File: src/rtl/seg7_scan_drv.sv
// Four-digit multiplexed 7-segment driver for an mm:ss display, with per-frame input snapshot.
// Optional blink mode is compiled in with `define SEG_BLINK_EN.
module seg7_scan_drv #(
    parameter int SCAN_DIV = 50000
`ifdef SEG_BLINK_EN
    ,
    parameter int BLINK_FRAMES = 64
`endif
) (
    input  logic       CLK,
    input  logic       RESET,
    input  logic [3:0] SEC10,
    input  logic [2:0] SEC6,
    input  logic [3:0] MIN10,
    input  logic [2:0] MIN6,
    input  logic       LZB,
    input  logic       COLON,
`ifdef SEG_BLINK_EN
    input  logic       BLINK,
`endif
    output logic [3:0] AN,
    output logic [6:0] SEG,
    output logic       DP,
    output logic       FRAME
);

    localparam int PW = (SCAN_DIV > 1) ? $clog2(SCAN_DIV) : 1;

    logic [PW-1:0] pcnt;
    logic [1:0]    idx;
    logic [3:0]    s_sec10;
    logic [2:0]    s_sec6;
    logic [3:0]    s_min10;
    logic [2:0]    s_min6;
    logic          tick;
    logic          snap;
    logic          blank_all;
    logic [6:0]    seg_nxt;

    assign tick = (pcnt == PW'(SCAN_DIV - 1));
    assign snap = tick && (idx == 2'd3);

    function automatic logic [6:0] enc_digit(input logic [3:0] v, input logic [3:0] vmax);
        logic [6:0] s;
        s = 7'h3F;
        if (v <= vmax) begin
            case (v)
                4'd0:    s = 7'h40;
                4'd1:    s = 7'h79;
                4'd2:    s = 7'h24;
                4'd3:    s = 7'h30;
                4'd4:    s = 7'h19;
                4'd5:    s = 7'h12;
                4'd6:    s = 7'h02;
                4'd7:    s = 7'h78;
                4'd8:    s = 7'h00;
                4'd9:    s = 7'h10;
                default: s = 7'h3F;
            endcase
        end
        return s;
    endfunction

    always_comb begin
        seg_nxt = 7'h7F;
        case (idx)
            2'd0: seg_nxt = enc_digit(s_sec10, 4'd9);
            2'd1: seg_nxt = enc_digit({1'b0, s_sec6}, 4'd5);
            2'd2: seg_nxt = enc_digit(s_min10, 4'd9);
            2'd3: seg_nxt = (LZB && (s_min6 == 3'd0)) ? 7'h7F : enc_digit({1'b0, s_min6}, 4'd5);
            default: seg_nxt = 7'h7F;
        endcase
    end

`ifdef SEG_BLINK_EN
    localparam int FW = (BLINK_FRAMES > 1) ? $clog2(BLINK_FRAMES) : 1;

    logic [FW-1:0] fcnt;

    // Counter advances on the same edge that raises FRAME.
    always_ff @(posedge CLK or posedge RESET) begin
        if (RESET) begin
            fcnt <= '0;
        end else if (snap) begin
            fcnt <= (fcnt == FW'(BLINK_FRAMES - 1)) ? '0 : fcnt + 1'b1;
        end
    end

    assign blank_all = BLINK && (int'(fcnt) >= (BLINK_FRAMES / 2));
`else
    assign blank_all = 1'b0;
`endif

    always_ff @(posedge CLK or posedge RESET) begin
        if (RESET) begin
            pcnt    <= '0;
            idx     <= 2'd0;
            s_sec10 <= 4'd0;
            s_sec6  <= 3'd0;
            s_min10 <= 4'd0;
            s_min6  <= 3'd0;
            AN      <= 4'b1111;
            SEG     <= 7'h7F;
            DP      <= 1'b1;
            FRAME   <= 1'b0;
        end else begin
            pcnt  <= tick ? '0 : pcnt + 1'b1;
            FRAME <= snap;
            if (tick) begin
                idx <= idx + 2'd1;
            end
            // The shadow copy changes only as digit 3 hands over to digit 0.
            if (snap) begin
                s_sec10 <= SEC10;
                s_sec6  <= SEC6;
                s_min10 <= MIN10;
                s_min6  <= MIN6;
            end
            AN  <= ~(4'b0001 << idx);
            SEG <= blank_all ? 7'h7F : seg_nxt;
            DP  <= blank_all ? 1'b1 : !((idx == 2'd2) && COLON);
        end
    end

endmodule
File: config.mk
export PLATFORM = sky130hd
export DESIGN_NAME = seg7_scan_drv
export DESIGN_NICKNAME = d
export VERILOG_FILES = /design/src/rtl/seg7_scan_drv.sv
export SDC_FILE = /design/constraint.sdc
export NUM_CORES = 1
export LEC_CHECK = 0
export CORE_UTILIZATION = 35
export CTS_BUF_LIST = sky130_fd_sc_hd__clkbuf_8
export DETAILED_ROUTE_END_ITERATION = 8
export PLACE_DENSITY = 0.55
export SYNTH_ARGS = -nofsm -noshare
export SYNTH_HDL_FRONTEND = slang
export SYNTH_SLANG_ARGS = --single-unit
export TNS_END_PERCENT = 1
File: constraint.sdc
create_clock -name CLK -period 1.9 [get_ports CLK]
set_clock_uncertainty 0.05 [all_clocks]
set_input_delay 0.19 -clock CLK [delete_from_list [all_inputs] [get_ports CLK]]
set_output_delay 0.19 -clock CLK [all_outputs]
set_load 0.05 [all_outputs]
**Word level (Yosys, flattened, before mapping)**

Memory sizes are Yosys's and may differ from the RTL's.
Cells that the tools add are included.

- Word-level logic and storage cells: 39
- Memories: 4
- Bits in read-only memories: 336
- Register bits: 45
- Bits of input ports: 18
- Output and inout port bits: 13

- Add/subtract/negate cells: 2
- $lt $le $gt $ge: 4
- Shift-type cells: 1
- Bitwise gates (word level): 1
- Eq/ne operators: 4
- Reduce and logical (&&, ||, !) cells: 6
- Multiplexer cells: 7

Memory list:

| name | words | bits a word | read ports | clocked after Yosys merged registers in | wr ports | line | text |
|---|---|---|---|---|---|---|---|
| (name not given) | 16 | 7 | 1 | 0 | 0 | 47 | `case (v)` |
| (name not given) | 16 | 7 | 1 | 0 | 0 | 47 |  |
| (name not given) | 8 | 7 | 1 | 0 | 0 | 47 |  |
| (name not given) | 8 | 7 | 1 | 0 | 0 | 47 |  |

Operators with widths:

| operator | count |
|---|---|
| $mux W7 | 5 |
| $pmux W7 S4 | 1 |
| $add A16 B1 Y16 const B | 1 |
| $eq A16 B16 Y1 const B | 1 |
| $mux W16 | 1 |
| $le A4 B4 Y1 const B | 2 |
| $le A3 B3 Y1 const B | 2 |
| $eq A2 B2 Y1 const B | 2 |
| $not A4 Y4 | 1 |
| $shl A1 B2 Y4 const A | 1 |
| $logic_and A1 B1 Y1 | 3 |
| $logic_not A3 Y1 | 1 |
| $add A2 B1 Y2 const B | 1 |
| $eq A2 B1 Y1 const B | 1 |
| $logic_not A2 Y1 | 1 |
| $logic_not A1 Y1 | 1 |

**Logic depth before layout (Yosys ltp)**

Gate-level depths: netlist of run 1.

- Depth in word-level cells: 4
- Depth in mapped cells: 6
- Mapped depth without buffers: 6

**Worst setup path after synthesis of run 1**

OpenSTA, ideal clock, no wires.

- Path type: register to register
- Start: reg pcnt[4]
- End: reg s_min10[3]
- Stages on the path, launching flop included: 5
- Data arrival time: 1781 ps
- Slack: -56 ps
- Period minus slack after synthesis: 1956 ps
- Library setup time: 125 ps
- Cell sequence: dfrtp_1 > or4b_4 > nor4_4 > nand2_4 > mux2_4

- Cells in the longest elaborated chain, start to end: 2

Ends and longest elaborated chain:

| item | line | text |
|---|---|---|
| start, declared | 29 | `logic [PW-1:0] pcnt;` |
| start signal, assigned | 107 | `pcnt <= tick ? '0 : pcnt + 1'b1;` |
| $eq A16 B16 Y1 | 40 | `assign tick = (pcnt == PW'(SCAN_DIV - 1));` |
| $logic_and A1 B1 Y1 | 41 | `assign snap = tick && (idx == 2'd3);` |
| end signal, assigned | 100 | `s_min10 <= 4'd0;` |
| end signal, assigned | 116 | `s_min10 <= MIN10;` |
| end, declared | 33 | `logic [3:0] s_min10;` |

No other way between the ends.
A chain may end at the register's enable or synchronous reset.

**Worst setup path after layout of run 1**

- Start: reg SEG[3]
- End: out SEG[3]

RTL lines:

| item | line | text |
|---|---|---|
| start, declared | 22 | `output logic [6:0] SEG,` |
| start signal, assigned | 120 | `SEG <= blank_all ? 7'h7F : seg_nxt;` |

No word-level cell between the ends.

==> results of run 1 <==
[layer usage]
layer | wire, um | vias to the layer above | global-route usage (%)
met2 | 2790 | 37 | 27.1
met4 | 99 | 0 | 6.49
li1 | - | 1018 | -
met5 | 0 | - | 0
met3 | 259 | 8 | 3.32
met1 | 2740 | 1008 | 21.8
[layout by cell type, fill, tap and decap left out, types with 4 or more instances in the layout]
cell and n:
a21oi_1 11, buf_4 20, dfrtp_1 33, o21ai_0 23, mux2i_1 4, nand3b_1 4
nand4_1 4, nand2b_1 8, o211ai_1 5, xor2_1 7, a31oi_1 5, mux2_4 5
ha_1 25, clkbuf_8 5, nand2_1 12, dfstp_2 12, clkdlybuf4s50_1 23, nand3_1 14
inv_1 16, xnor2_1 4, nor2_1 19
[flip-flops by register name, summed over array words and instances (netlist names)]
name     cells
AN           4
DP           1
FRAME        1
SEG          7
idx          2
pcnt        16
s_min10      4
s_min6       3
s_sec10      4
s_sec6       3
[cell type report]
| class | instances | area (um^2) | area share (%) |
|---|---|---|---|
| Multi-Input combinational cell | 193 | 1420 | 43.6 |
| Sequential cell | 45 | 1140 | 34.9 |
| Timing Repair Buffer | 46 | 425 | 13.0 |
| Tap cell | 99 | 124 | 3.79 |
| Clock buffer | 5 | 68.8 | 2.11 |
| Inverter | 17 | 63.8 | 1.95 |
| Clock inverter | 3 | 21.3 | 0.651 |
[what timing repair did]
action                                 CTS  global route
setup endpoints to repair                0            16
resized for setup                        0             4
endpoints found under the hold margin    0             0
[worst max path at each step]
stage / end / slack, ps / from / cells past startpoint
floorplan: s_min10[3] / -60 / pcnt[4] / 4
global placement: s_min10[1] / 100 / pcnt[4] / 4
detailed placement: pcnt[12] / 70 / pcnt[4] / 5
CTS: SEG[5] / 2 / SEG[5] / 1
global route: pcnt[12] / -50 / pcnt[4] / 5
finish: SEG[3] / 40 / SEG[3] / 1
[kinds of logic (layout without fill, tap and decap cells)]
kind of cell / count (synthesis) / count (layout) / share of synthesized area (%)
and+or+nand+nor: 83 / 83 / 17.8
AOI/OAI and AO/OA: 64 / 64 / 15.5
muxes: 10 / 10 / 4.74
DFF: 45 / 45 / 42.8
buffers and inverters: 26 / 71 / 3.76
adders and majority gates: 25 / 25 / 11.7
xor gates and xnor gates: 11 / 11 / 3.62
[power groups by stage]
stage	Clock [uW]	Sequential (uW)	Combinational [uW]
after floorplan	0	1030	53.6
after global placement	0	1010	145
after detailed placement	0	1010	146
after CTS	660	995	146
after global routing	698	998	155
final	630	994	143
[through the flow]
step / util, % / cells / setup TNS (ps) / power [uW]
CTS: 44.7 / 408 / 0 / 1800
finish: 44.8 / 408 / 0 / 1770
global placement: 43.5 / 400 / 0 / 1160
global route: 44.8 / 408 / -47.6 / 1850
detailed placement: 43.5 / 400 / 0 / 1160
floorplan: - / 264 / -366 / 1090
==> metrics.txt, run 1 <==
Final WS setup=37.4 ps; worst r2r src=pcnt[4]; Worst Path Required=1660 ps; CP cell instances=clkdlybuf4s50_1; full die area=7960 um^2; final setup vio count=0; Place WS=66.2 ps; area delta synth->final=22.7%; share of cells above drive strength 1=17.8%; vias per cell=5.08; fill count=756; Leakage=0.00149 uW; share of total power in the clock network=35.6%; type of destination of the critical path=output port; ys async rst share=100%; synth unique cells=45; hold slack=177 ps; CORE AREA=7290 um^2; GRT Residual Overflow=0; slowest CP cell=clkdlybuf4s50_1; final net count=351; Root Buffer Master=clkbuf_8; worst-path fanout max=1; DR vias=2,071; WP data arrival=1620 ps; Synth top area share=31.0%; H-tree lvl count=2; fin crit period=1860 ps; Clock Sinks=45; largest net degree at the start of global routing=46; FF+latch count, synth=45; # IOs=31; die width=89.2 um; Avg Inst Size Synth=10.1 um^2; CP Class=flop to output port; Post CTS Setup Buffer Count=0; post-route ant nets=0; r2r setup slk=50 ps; Slew HR=63.9%; Final Max Tran Viols=0; Syn. warnings=0; drt wl/cell=14.4 um; fin crit share=98.0%; Post-synth top cells=dfrtp_1 (33), ha_1 (25), o21ai_0 (23); clk slew on worst S/H paths=100 ps; final WL=5890 um; CTS tree=yes; Comb pwr share=8.1%; Port Buf Inserts=30; Clock Latency Late Sink=310 ps; num rows=31; 1st-pass router iterations=4; Worst R2R End=pcnt[12]; DRC=0; number of synthesized flops with an enable pin=0; ys flop type=dfrtp_1; Finished Cell Area=3270 um^2; VDD IR-drop max=0.000238 V; reg2reg path depth=5; placed cell areas=3170 um^2; Hold Crit Class=input pin to asynchronous set/reset pin; CP top delay family=buffers and inverters; Hold-fix buffers, CTS=0; RSZ-0062 raised after global routing=true; Power Density=541 nW/um^2; net switching power=457 uW; status=completed; startpoint types=flop; starting density of the core=36.5%; achievable clock frequency=0.537 GHz; gpl congestion=0.822; Post-DP HPWL=4350 um; WP buf/inv=1; Antenna Cells=0; worst slew pin tran=539 ps; Synth area leader=dfrtp_1; Internal Power=1310 uW; synthesized net count=307; most area-consuming cells after synthesis=dfrtp_1 (31%), dfstp_2 (12%), ha_1 (12%); Overall Global Routing Usage=16.6%; Die H=89.2 um; CP max stage delay=790 ps; Seq/Total Area, Yosys=42.8%; switching share of power=25.9%; first-pass GRT wire length=9720 um; clk buf depth=2; Detailed Route Iter0 Violations=70; Synth Instances=264; vias in the first global route=1,971; Max Cap Viol=0; Flop pwr share=56.3%; Hold Fails Final Rpt=0; Num CTS Buffers=5; most instantiated library cell after synthesis=dfrtp_1; antenna violations before repair=0; Syn Std Cell Area=2660 um^2
Power figures use the tool's default switching activity.
==> run 2: changes to the inputs <==
- SKIP_CTS_REPAIR_TIMING: unset -> 1
==> results of run 2 <==
Final layout, timing and power as in run 1 (identical DEF).
